==> src/rtl/cpu_regfile_xfer_pkg.sv <==
// Shared types for the register file and its bulk-transfer sequencer.
// Holds op encodings, FSM states and the default flag register index.
package cpu_regfile_xfer_pkg;

    typedef enum logic [1:0] {
        XFER_STORE   = 2'd0,
        XFER_LOAD    = 2'd1,
        XFER_SAVE    = 2'd2,
        XFER_RESTORE = 2'd3
    } xfer_op_t;

    typedef enum logic [2:0] {
        S_IDLE,
        S_STORE,
        S_LOAD_ISSUE,
        S_LOAD_DRAIN,
        S_RPL_SAVE,
        S_RPL_RESTORE,
        S_DONE
    } xfer_state_t;

    localparam int FLAG_REG_DEF = 15;

endpackage

==> src/rtl/cpu_rd_delay.sv <==
// Valid+index shift line matching the RAM read latency.
// Its output marks which register the current mem_rdata belongs to.
module cpu_rd_delay #(
    parameter int LAT = 2,
    parameter int IW  = 4
) (
    input  logic          clk,
    input  logic          res_n,
    input  logic          in_vld,
    input  logic [IW-1:0] in_idx,
    output logic          out_vld,
    output logic [IW-1:0] out_idx,
    output logic          pend
);

    // all stages except the output one; empty means drain is finished
    localparam logic [LAT-1:0] MASK = LAT'((1 << (LAT - 1)) - 1);

    logic [LAT-1:0] vld;
    logic [IW-1:0]  idx [LAT];

    // shift one stage per clock
    always_ff @(posedge clk or negedge res_n) begin
        if (!res_n) begin
            vld <= '0;
            for (int i = 0; i < LAT; i++) idx[i] <= '0;
        end else begin
            vld[0] <= in_vld;
            idx[0] <= in_idx;
            for (int i = 1; i < LAT; i++) begin
                vld[i] <= vld[i-1];
                idx[i] <= idx[i-1];
            end
        end
    end

    assign out_vld = vld[LAT-1];
    assign out_idx = idx[LAT-1];
    assign pend    = |(vld & MASK);

endmodule

==> src/rtl/cpu_regfile_xfer.sv <==
// V register file with a bulk-transfer sequencer for RAM and RPL.
// One register moves per cycle; the CPU issues start and waits for done.
module cpu_regfile_xfer
    import cpu_regfile_xfer_pkg::*;
#(
    parameter int NREGS     = 16,
    parameter int DW        = 8,
    parameter int AW        = 12,
    parameter int FLAG_REG  = FLAG_REG_DEF,
    parameter int RPL_DEPTH = 8,
    parameter int RD_LAT    = 2,
    localparam int IW       = $clog2(NREGS)
) (
    input  logic          clk,
    input  logic          res_n,
    input  logic [IW-1:0] ra_idx,
    output logic [DW-1:0] ra_data,
    input  logic [IW-1:0] rb_idx,
    output logic [DW-1:0] rb_data,
    input  logic          wa_en,
    input  logic [IW-1:0] wa_idx,
    input  logic [DW-1:0] wa_data,
    input  logic          wf_en,
    input  logic [DW-1:0] wf_data,
    input  logic          xfer_start,
    input  logic [1:0]    xfer_op,
    input  logic [IW-1:0] xfer_last,
    input  logic [AW-1:0] xfer_addr,
    output logic          xfer_busy,
    output logic          xfer_done,
    output logic          xfer_err,
    output logic          mem_en,
    output logic          mem_wr,
    output logic [AW-1:0] mem_addr,
    output logic [DW-1:0] mem_wdata,
    input  logic [DW-1:0] mem_rdata
);

    localparam int RW = (RPL_DEPTH > 1) ? $clog2(RPL_DEPTH) : 1;
    localparam logic [IW-1:0] FIDX = IW'(FLAG_REG);

    xfer_state_t   state;
    logic [IW-1:0] k;
    logic [IW-1:0] k_inc;
    logic [IW-1:0] last_q;
    logic [AW-1:0] addr_q;
    logic [RW-1:0] rk;
    logic          rpl_bad;
    logic          cap_vld;
    logic [IW-1:0] cap_idx;
    logic          dly_pend;

    logic [DW-1:0] v   [NREGS];
    logic [DW-1:0] rpl [RPL_DEPTH];

    assign k_inc     = k + IW'(1);
    assign rk        = RW'(k);
    assign rpl_bad   = {1'b0, xfer_last} >= (IW+1)'(RPL_DEPTH);
    assign xfer_busy = (state != S_IDLE);
    assign ra_data   = v[ra_idx];
    assign rb_data   = v[rb_idx];

    cpu_rd_delay #(
        .LAT (RD_LAT),
        .IW  (IW)
    ) u_rd_delay (
        .clk     (clk),
        .res_n   (res_n),
        .in_vld  (state == S_LOAD_ISSUE),
        .in_idx  (k),
        .out_vld (cap_vld),
        .out_idx (cap_idx),
        .pend    (dly_pend)
    );

    // sequencer FSM; memory strobes are registered alongside the state
    always_ff @(posedge clk or negedge res_n) begin
        if (!res_n) begin
            state     <= S_IDLE;
            k         <= '0;
            last_q    <= '0;
            addr_q    <= '0;
            xfer_done <= 1'b0;
            xfer_err  <= 1'b0;
            mem_en    <= 1'b0;
            mem_wr    <= 1'b0;
            mem_addr  <= '0;
            mem_wdata <= '0;
        end else begin
            xfer_done <= 1'b0;
            xfer_err  <= 1'b0;
            unique case (state)
                S_IDLE: begin
                    if (xfer_start) begin
                        last_q <= xfer_last;
                        addr_q <= xfer_addr;
                        k      <= '0;
                        unique case (xfer_op_t'(xfer_op))
                            XFER_STORE: begin
                                state     <= S_STORE;
                                mem_en    <= 1'b1;
                                mem_wr    <= 1'b1;
                                mem_addr  <= xfer_addr;
                                mem_wdata <= v[0];
                            end
                            XFER_LOAD: begin
                                state    <= S_LOAD_ISSUE;
                                mem_en   <= 1'b1;
                                mem_wr   <= 1'b0;
                                mem_addr <= xfer_addr;
                            end
                            XFER_SAVE: begin
                                if (rpl_bad) xfer_err <= 1'b1;
                                else         state    <= S_RPL_SAVE;
                            end
                            XFER_RESTORE: begin
                                if (rpl_bad) xfer_err <= 1'b1;
                                else         state    <= S_RPL_RESTORE;
                            end
                        endcase
                    end
                end
                S_STORE: begin
                    if (k == last_q) begin
                        state     <= S_DONE;
                        xfer_done <= 1'b1;
                        mem_en    <= 1'b0;
                        mem_wr    <= 1'b0;
                    end else begin
                        k         <= k_inc;
                        mem_addr  <= addr_q + AW'(k_inc);
                        mem_wdata <= v[k_inc];
                    end
                end
                S_LOAD_ISSUE: begin
                    if (k == last_q) begin
                        state  <= S_LOAD_DRAIN;
                        mem_en <= 1'b0;
                    end else begin
                        k        <= k_inc;
                        mem_addr <= addr_q + AW'(k_inc);
                    end
                end
                S_LOAD_DRAIN: begin
                    if (!dly_pend) begin
                        state     <= S_DONE;
                        xfer_done <= 1'b1;
                    end
                end
                S_RPL_SAVE, S_RPL_RESTORE: begin
                    if (k == last_q) begin
                        state     <= S_DONE;
                        xfer_done <= 1'b1;
                    end else begin
                        k <= k_inc;
                    end
                end
                S_DONE: state <= S_IDLE;
                default: state <= S_IDLE;
            endcase
        end
    end

    // V writes: sequencer owns the file while busy, else wa then wf
    always_ff @(posedge clk or negedge res_n) begin
        if (!res_n) begin
            for (int i = 0; i < NREGS; i++) v[i] <= '0;
        end else if (xfer_busy) begin
            if (cap_vld) v[cap_idx] <= mem_rdata;
            if (state == S_RPL_RESTORE) v[k] <= rpl[rk];
        end else begin
            if (wa_en) v[wa_idx] <= wa_data;
            if (wf_en) v[FIDX] <= wf_data;
        end
    end

    // RPL flag store, filled one entry per cycle during SAVE
    always_ff @(posedge clk or negedge res_n) begin
        if (!res_n) begin
            for (int i = 0; i < RPL_DEPTH; i++) rpl[i] <= '0;
        end else if (state == S_RPL_SAVE) begin
            rpl[rk] <= v[k];
        end
    end

endmodule

==> config.mk <==
export PLATFORM = sky130hd
export DESIGN_NAME = cpu_regfile_xfer
export DESIGN_NICKNAME = d
export VERILOG_FILES = /design/src/rtl/cpu_regfile_xfer_pkg.sv /design/src/rtl/cpu_rd_delay.sv /design/src/rtl/cpu_regfile_xfer.sv
export SDC_FILE = /design/constraint.sdc
export NUM_CORES = 1
export LEC_CHECK = 0
export CORE_AREA = 2 2 215 302
export DETAILED_ROUTE_END_ITERATION = 8
export DIE_AREA = 0 0 217 304
export RECOVER_POWER = 25
export SYNTH_ARGS = -nofsm -noshare
export SYNTH_HDL_FRONTEND = slang
export SYNTH_SLANG_ARGS = --single-unit
==> constraint.sdc <==
create_clock -name clk -period 3.64 [get_ports clk]
set_clock_uncertainty 0.15 [all_clocks]
set_input_delay 0.546 -clock clk [delete_from_list [all_inputs] [get_ports clk]]
set_output_delay 0.546 -clock clk [all_outputs]
set_load 0.05 [all_outputs]
==> Word level (Yosys, flattened, before mapping) <==
Cells that the tools add are included.
{ "word_totals": {"ff_bits": 249} }
{ "classes": {"n_addsub": 2, "magnitude_cmp": 12, "eq_ne": 23, "muxes": 66, "n_bitwise": 7, "reduce_logical": 24} }
{ "ops": {"columns": ["operator", "n"], "rows": [
  ["2-to-1 mux 128 bit", 5],
  ["bitwise mux 128 bit", 3],
  ["2-to-1 mux 8 bit", 18],
  ["binary-select mux 8 bit (select 4 bit)", 4],
  ["demux 8 bit (select 4 bit)", 3],
  ["bitwise mux 64 bit", 1],
  ["2-to-1 mux 12 bit", 3],
  ["greater-or-equal comparator 5 bit, second input constant", 6],
  ["NOT 4 -> 5 bit", 6],
  ["binary-select mux 8 bit (select 3 bit)", 1],
  ["demux 8 bit (select 3 bit)", 1],
  ["case mux 12 bit (2 select lines)", 1],
  ["case mux 3 bit (4 select lines)", 2],
  ["2-to-1 mux 3 bit", 6],
  ["inequality test 2 bit, second input constant", 8],
  ["case mux 8 bit (2 select lines)", 1],
  ["AND reduction 4 bit", 4],
  ["less-than comparator 5 x 1 -> 1 bit, second input constant", 3],
  ["adder 12 x 4 -> 12 bit", 1],
  ["2-to-1 mux 1 bit", 10],
  ["greater-or-equal comparator 4 bit, second input constant", 2],
  ["2-to-1 mux 4 bit", 2],
  ["case mux 1 bit (2 select lines)", 4],
  ["case mux 4 bit (2 select lines)", 1],
  ["other kinds (23)", 38]
]} }

==> Depth between registers and ports, before layout <==
Gate-level depths: netlist of run 1.
{ "logic_depth": {"word_depth": 11, "depth_mapped": 15, "depth_no_buf": 10} }

==> Cells and area by module <==
From an unflattened synthesis of run 1, not the netlist that was laid out.
{ "unflattened": {"hier_cells": 1812, "hier_area_um2": 18914.4} }
{ "modules_own_cells": {"columns": ["mod", "n_inst", "cells_each", "area_per_inst_um2"], "rows": [
  ["cpu_regfile_xfer", 1, 1798, 18634.1],
  ["cpu_rd_delay", 1, 14, 280.3]
]} }

==> Worst setup path after synthesis of run 1 <==
OpenSTA, ideal clock, no wires.
{ "synth_timing": {"kind": "flip-flop to flip-flop", "from": "register k[0]", "to": "register mem_addr[10]", "arrival_time_ps": 2741, "required_ps": 3362, "slack_ps": 622, "path_stages_with_launch": 16, "path_buffers": 5, "path_cell_list": "dfrtp_1 buf_6 buf_8 inv_1 buf_4 ha_1 buf_6 buf_4 inv_1 fa_1 nor2b_1 o21ai_0 and2_1 nor2b_1 xnor2_1 o21ai_1"} }
{ "synth_between": {"elab_chain_len": 4} }
{ "synth_lines": {"columns": ["item", "line_no", "source"], "rows": [
  ["start: declaration", "cpu_regfile_xfer.sv:43", "logic [IW-1:0] k;"],
  ["start signal: assignment", "cpu_regfile_xfer.sv:130", "k <= k_inc;"],
  ["start signal: assignment", "cpu_regfile_xfer.sv:140", "k <= k_inc;"],
  ["start signal: assignment", "cpu_regfile_xfer.sv:155", "k <= k_inc;"],
  ["adder 4 x 1 -> 4 bit", "cpu_regfile_xfer.sv:56", "assign k_inc = k + IW'(1);"],
  ["adder 12 x 4 -> 12 bit", "cpu_regfile_xfer.sv:131, cpu_regfile_xfer.sv:141", null],
  ["2-to-1 mux 12 bit", "cpu_regfile_xfer.sv:124, cpu_regfile_xfer.sv:136", null],
  ["case mux 12 bit (2 select lines)", "cpu_regfile_xfer.sv:92", "unique case (state)"],
  ["end signal: assignment", "cpu_regfile_xfer.sv:103", "mem_addr <= xfer_addr;"],
  ["end signal: assignment", "cpu_regfile_xfer.sv:131", "mem_addr <= addr_q + AW'(k_inc);"],
  ["end signal: assignment", "cpu_regfile_xfer.sv:141", "mem_addr <= addr_q + AW'(k_inc);"],
  ["end: declaration", "cpu_regfile_xfer.sv:34", "output logic [AW-1:0] mem_addr,"]
]} }
Several ways; a longest one is shown, not always the timed one. The select of a mux whose other input is x is not followed.
A chain may end at the register's enable or synchronous reset.

==> Worst setup path after layout of run 1 <==
{ "layout_timing": {"from": "input port ra_idx[1]", "to": "output port ra_data[2]"} }
{ "layout_between": {"elab_chain_len": 4} }
{ "layout_lines": {"columns": ["item", "line_no", "source"], "rows": [
  ["start: declaration", "cpu_regfile_xfer.sv:16", "input logic [IW-1:0] ra_idx,"],
  ["NOT 4 -> 5 bit (not written as such)", "cpu_regfile_xfer.sv:60", "assign ra_data = v[ra_idx];"],
  ["binary-select mux 8 bit (select 4 bit)", "cpu_regfile_xfer.sv:60", null],
  ["2-to-1 mux 8 bit (not written as such) (2 in a row)", "cpu_regfile_xfer.sv:60", null],
  ["end: declaration", "cpu_regfile_xfer.sv:17", "output logic [DW-1:0] ra_data,"]
]} }
No other way between the ends. The select of a mux whose other input is x is not followed.

==> flow_metrics.tcl, run 1 <==
set metrics [dict create \
    place.gp.congestion 1.01 \
    tightest_slew_ns 2.35 \
    cpMaxStageDelayCell "clkdlybuf4s50_1" \
    wire_per_inst_um 29.9 \
    clock_latency_ns 0.60 \
    synth_top_area_cell "dfrtp_1" \
    overflow 0 \
    cp.arrival_ns 2.54 \
    hold_path_class "reg2reg" \
    slowest_delay_ns 0.72 \
    ioPinCount 100 \
    slew_viol_final 78 \
    cts_made_buffers 30 \
    power_density_nw_per_um2 923 \
    synth.distinct_cells 75 \
    post-route-period-util 0.890 \
    core_area_sq_um 63600 \
    timing.fmax_mhz 309 \
    ctsHtreeMaxLevel 1 \
    vias 16900 \
    fp-row-count 110 \
    violations "capacitance limit, slew limit" \
    async_reset_ff_frac 1.00 \
    synth_top_area_frac 0.331 \
    yosysWarnings 0 \
    critPathCaptureType "primary output" \
    grt_first_pass_wirelength_mm 119 \
    synth_area_per_cell_sq_um 10.3 \
    route.detailed.drc 0 \
    clockBufferDepth 3 \
    maxCapViolations 1 \
    syn_nets 1905 \
    wl_mm 82.5 \
    synthCells 1832 \
    clkPwrFrac 0.171 \
    layout-drive-gt1-share 0.233 \
    crit_buf_inv 3 \
    synth_most_common_cell "dfrtp_1" \
    grt_start_max_net_pins 243 \
    path_clk_slew_ns 0.06 \
    min_period_ns 3.24 \
    dp_slack_ns 0.406 \
    hold_violations 0 \
    switching_share 0.480 \
    fin_tns_setup_ns 0 \
    synth-seq-cells 249 \
    relSlewSlack -0.568 \
    port_buffers 99 \
    seqPwrFrac 0.287 \
    dp_hpwl_mm 59.0 \
    area_growth_pct 17.1 \
    die_h_um 304 \
    grt_usage 0.246 \
    initial_core_util 0.296 \
    yosysSeqAreaShare 0.331 \
    cts_resized 0 \
    synth_area_leaders "dfrtp_1 33%, mux4_2 15%, mux2i_1 12%" \
    crit_top_cell "mux4_2" \
    post-route-util 0.347 \
    crit_chain "clkdlybuf4s50_1 -> buf_12 -> mux4_2 -> mux4_2 -> buf_4" \
    synth_edf_count 0 \
    start_kind "input port" \
    die_w_um 217 \
    drt_iter0_drc 1855 \
    grt_antenna_before_repair 2 \
    crit_required_ns 2.94 \
    via_per_inst 6.13 \
    cts_tree "yes" \
    ys.flop_type "dfrtp_1" \
    setup_viol 0 \
    rsz0062_at_grt "false" \
    grt_pass1_vias 16800 \
    firstDrtPassIters 5 \
    hold_ws_ns 0.198 \
    p_int_w 0.0106 \
    status "finished, violations left" \
    net-switching-power_w 0.00977 \
    path_class "in2out" \
    synth_area_sq_um 18800 \
    antenna_left 0 \
    finalPower_w 0.0204 \
    cp_max_fo 14 \
    cts.sink_count 249 \
    p_leak_nw 9.46 \
    dieArea_sq_um 66000 \
    root_buffer "clkbuf_16" \
    irDropWorstVdd_uv 645 \
    crit_family "buffers and inverters" \
    setup_ws_ns 0.401 \
    synth_common_cells "249 x dfrtp_1, 231 x mux2i_1, 205 x nand2_1" \
    fin_nets 1972 \
    p_comb_frac 0.543 \
]
power groups by stage:
stage / combinational, W / sequential (W) / clock [W]
2_1_floorplan: 0.00755 / 0.00508 / 0
3_3_place_gp: 0.0107 / 0.00568 / 0
3_5_place_dp: 0.0109 / 0.00572 / 0
4_1_cts: 0.0109 / 0.00568 / 0.00353
5_1_grt: 0.0118 / 0.00584 / 0.00364
6_report: 0.0111 / 0.00584 / 0.00348
area by class of cell:
type                    count  area, sq um
fillers                  6441        41500
multi-input cells        1396        11700
flip-flops and latches    249         6240
repair buffers            209         1910
well taps                 840         1050
clock buffers              40          850
clock inverters            16          275
inverters                  13         53.8
diodes                      2         5.00
per-stage QoR:
step / cell area [sq um] / cells
after floorplan: 18800 / 1832
after global placement: 20900 / 2706
after detailed placement: 20900 / 2706
after CTS: 22100 / 2763
after global routing: 22100 / 2765
final: 22100 / 2765
per-layer routing:
| metal | part of all wire | vias up | GRT usage | wire length [um] |
|---|---|---|---|---|
| met5 | 0 | - | 0 | 0 |
| met4 | 0.10 | 0 | 0.208 | 8390 |
| met3 | 0.086 | 306 | 0.0496 | 7060 |
| met2 | 0.46 | 1039 | 0.392 | 38100 |
| met1 | 0.35 | 8503 | 0.282 | 29000 |
| li1 | - | 7089 | - | - |
flip-flops by register name, summed over array words and instances, names as in the netlist:
register / count
addr_q: 12
k: 4
last_q: 4
mem_addr: 12
mem_en: 1
mem_wdata: 8
mem_wr: 1
rpl: 64
state: 3
u_rd_delay.idx: 4
u_rd_delay.out_idx: 4
u_rd_delay.vld: 2
v: 128
xfer_done: 1
xfer_err: 1
placed cells by master (no fill, tap or decap), types with 5 or more instances in the layout:
cell type        count
o211ai_2            10
o31ai_1              8
bufinv_16            7
clkbuf_16           31
o22a_1               8
nand3b_1             7
mux2_2              92
nand2b_1            11
mux4_2             128
clkdlybuf4s50_1     79
mux2i_1            231
a221oi_1            18
a21oi_1             30
a22oi_1             17
nand3_1            153
ha_1                12
a31oi_1             13
dfrtp_1            247
clkbuf_1             5
nand2_1            205
xnor2_1             11
buf_12              12
and2_1               6
nor2b_1             15
buf_4              113
nor2_2               5
and3_1              10
inv_1               12
o21ai_1             32
nor2_1              46
o22ai_1              5
a221o_1              9
o211ai_1            61
o21ai_0            188
cells by family after synthesis:
family	share of synthesized area
and+or+nand+nor	0.120
muxes	0.336
AOI/OAI and AO/OA	0.146
buffers and inverters	0.0496
adders and majority gates	0.00969
xor gates and xnor gates	0.00823
DFF	0.331
final timing paths:
kind	startpoint	to	slack, ns	depth (start not counted)
worst max-delay path	ra_idx[1]	ra_data[2]	0.40	5
worst min-delay path	u_rd_delay.idx[5]	u_rd_delay.out_idx[1]	0.20	0
worst max register to register	k[0]	mem_addr[7]	0.52	10
worst min register to register	u_rd_delay.idx[5]	u_rd_delay.out_idx[1]	0.20	0
max in group asynchronous	res_n	v[110]	0.81	3
min in group asynchronous	res_n	v[27]	1.08	2
timing repair:
| item | in CTS | in global routing |
|---|---|---|
| hold buffers | 1 | 0 |
| hold endpoints to repair | 74 | 0 |
| buffers inserted | 0 | 0 |
(Power assumes the default switching activity.)
==> run 2, diff against run 1 <==
--- a/config.mk
+++ b/config.mk
@@ -9,6 +9,7 @@
 export DETAILED_ROUTE_END_ITERATION = 8
 export DIE_AREA = 0 0 217 304
 export RECOVER_POWER = 25
+export SLEW_MARGIN = 20
 export SYNTH_ARGS = -nofsm -noshare
 export SYNTH_HDL_FRONTEND = slang
 export SYNTH_SLANG_ARGS = --single-unit
==> run 2 against run 1 <==
The flow still finishes with violations (capacitance limit, slew limit); die area unchanged; combinational power about the same; largest power group unchanged; sequential cell count unchanged; sequential power about the same; cell area about the same; via count decreased by 0.11%; count of clock-buffer cells in the layout unchanged; non-clock buffer count unchanged; critical endpoint unchanged.
==> flow_metrics.tcl, run 2 (synthesis results as in run 1) <==
set metrics [dict create \
    critPathCaptureType "primary output" \
    largest_reg_flops 128 \
    drt_iter0_drc 1855 \
    core_area_sq_um 63600 \
    wire_per_inst_um 29.8 \
    cpMaxStageDelayCell "clkdlybuf4s50_1" \
    mostFrequentLayoutCells "247 x dfrtp_1, 231 x mux2i_1, 205 x nand2_1, 188 x o21ai_0, 153 x nand3_1" \
    overflow 0 \
    cp.arrival_ns 2.54 \
    maxCapViolations 1 \
    fill_cells 6442 \
    power_density_nw_per_um2 923 \
    dp_slack_ns 0.406 \
    path_clk_slew_ns 0.06 \
    crit_buf_inv 3 \
    crit_family "buffers and inverters" \
    root_buffer "clkbuf_16" \
    post-route-util 0.347 \
    clockBufferDepth 3 \
    die_h_um 304 \
    firstDrtPassIters 6 \
    design_area_sq_um 22100 \
    cp_max_fo 14 \
    violations "capacitance limit, slew limit" \
    vias 16900 \
    slew_viol_final 78 \
    wl_mm 82.5 \
    hold_path_class "reg2reg" \
    rsz0062_at_grt "false" \
    grt_start_max_net_pins 243 \
    postCtsHoldBufs 1 \
    hold_violations 0 \
    cts_resized 0 \
    cts_tree "yes" \
    crit_top_cell "mux4_2" \
    path_class "in2out" \
    crit_required_ns 2.94 \
    grt_first_pass_wirelength_mm 119 \
    irDropWorstVdd_uv 644 \
    clock_latency_ns 0.60 \
    antenna_left 0 \
    initial_core_util 0.296 \
    min_period_ns 3.24 \
    mostFrequentLayoutCell "dfrtp_1" \
    port_buffers 99 \
    setup_ws_ns 0.401 \
    route.detailed.drc 0 \
    timing.fmax_mhz 309 \
    tightest_slew_ns 2.35 \
    fin_tns_setup_ns 0 \
    cts_setup_buffers 0 \
    ctsHtreeMaxLevel 1 \
    slowest_delay_ns 0.72 \
    crit_chain "clkdlybuf4s50_1 -> buf_12 -> mux4_2 -> mux4_2 -> buf_4" \
    relSlewSlack -0.566 \
    setup_viol 0 \
    cts_made_buffers 30 \
    p_leak_nw 9.46 \
    cts.sink_count 249 \
    start_kind "input port" \
    grt_pass1_vias 16800 \
    regMostFlops "v" \
    place_area_sq_um 20900 \
    grt_usage 0.246 \
    post-route-period-util 0.890 \
    grt_antenna_before_repair 2 \
    die_w_um 217 \
    dp_hpwl_mm 59.0 \
    dieArea_sq_um 66000 \
    area_growth_pct 17.0 \
    layout-drive-gt1-share 0.234 \
    ioPinCount 100 \
    via_per_inst 6.12 \
    fp-row-count 110 \
    place.gp.congestion 1.01 \
    largestRegisters "v: 128 flops, rpl: 64 flops" \
    fin_nets 1972 \
    status "finished, violations left" \
]
[run 2: worst register-to-register path, cell delays in order, from the launching register on]
cell and delay [ns]:
dfrtp_4 0.58, and3_1 0.39, xnor2_2 0.18, inv_1 0.09, ha_1 0.32, o21ai_0 0.08
o21ai_0 0.55, nand4_1 0.20, xor2_1 0.17, a211oi_1 0.23, a21o_1 0.11
[run 2: cell type report]
class                           count  area [sq um]  share of cell area
Antenna cell                        2          5.00            0.000227
Clock buffer                       40           850              0.0385
Clock inverter                     16           275              0.0125
Inverter                           13          53.8             0.00244
Multi-Input combinational cell   1396         11700               0.530
Sequential cell                   249          6240               0.283
Tap cell                          840          1050              0.0476
Timing Repair Buffer              209          1900              0.0863
[run 2: stage by stage]
stage	cells	hold slack [ns]	total power (W)
4_1_cts	2763	0.200	0.0202
6_report	2765	0.198	0.0204
5_1_grt	2765	0.210	0.0212
2_1_floorplan	1832	0.100	0.0126
3_3_place_gp	2706	0.187	0.0164
3_5_place_dp	2706	0.185	0.0166
[run 2: final timing paths]
path | start | end | slack [ns] | cells after the start
max | ra_idx[1] | ra_data[2] | 0.40 | 5
min | u_rd_delay.idx[5] | u_rd_delay.out_idx[1] | 0.20 | 0
min reg2reg | u_rd_delay.idx[5] | u_rd_delay.out_idx[1] | 0.20 | 0
max reg2reg | k[0] | mem_addr[7] | 0.52 | 10
max in group asynchronous | res_n | v[110] | 0.81 | 3
min in group asynchronous | res_n | v[27] | 1.08 | 2
[run 2: layer usage]
| metal | vias up | wire length (um) | global-route usage |
|---|---|---|---|
| li1 | 7086 | - | - |
| met2 | 1032 | 38000 | 0.392 |
| met3 | 310 | 7040 | 0.0496 |
| met5 | - | 0 | 0 |
| met4 | 0 | 8430 | 0.208 |
| met1 | 8490 | 29000 | 0.282 |
[run 2: report_power, final]
| part | internal (W) | total [W] | switching [W] | leakage, nW |
|---|---|---|---|---|
| Clock | 0.00214 | 0.00348 | 0.00134 | 0.551 |
| Sequential | 0.00383 | 0.00584 | 0.00201 | 3.24 |
| Combinational | 0.00463 | 0.0111 | 0.00643 | 5.67 |
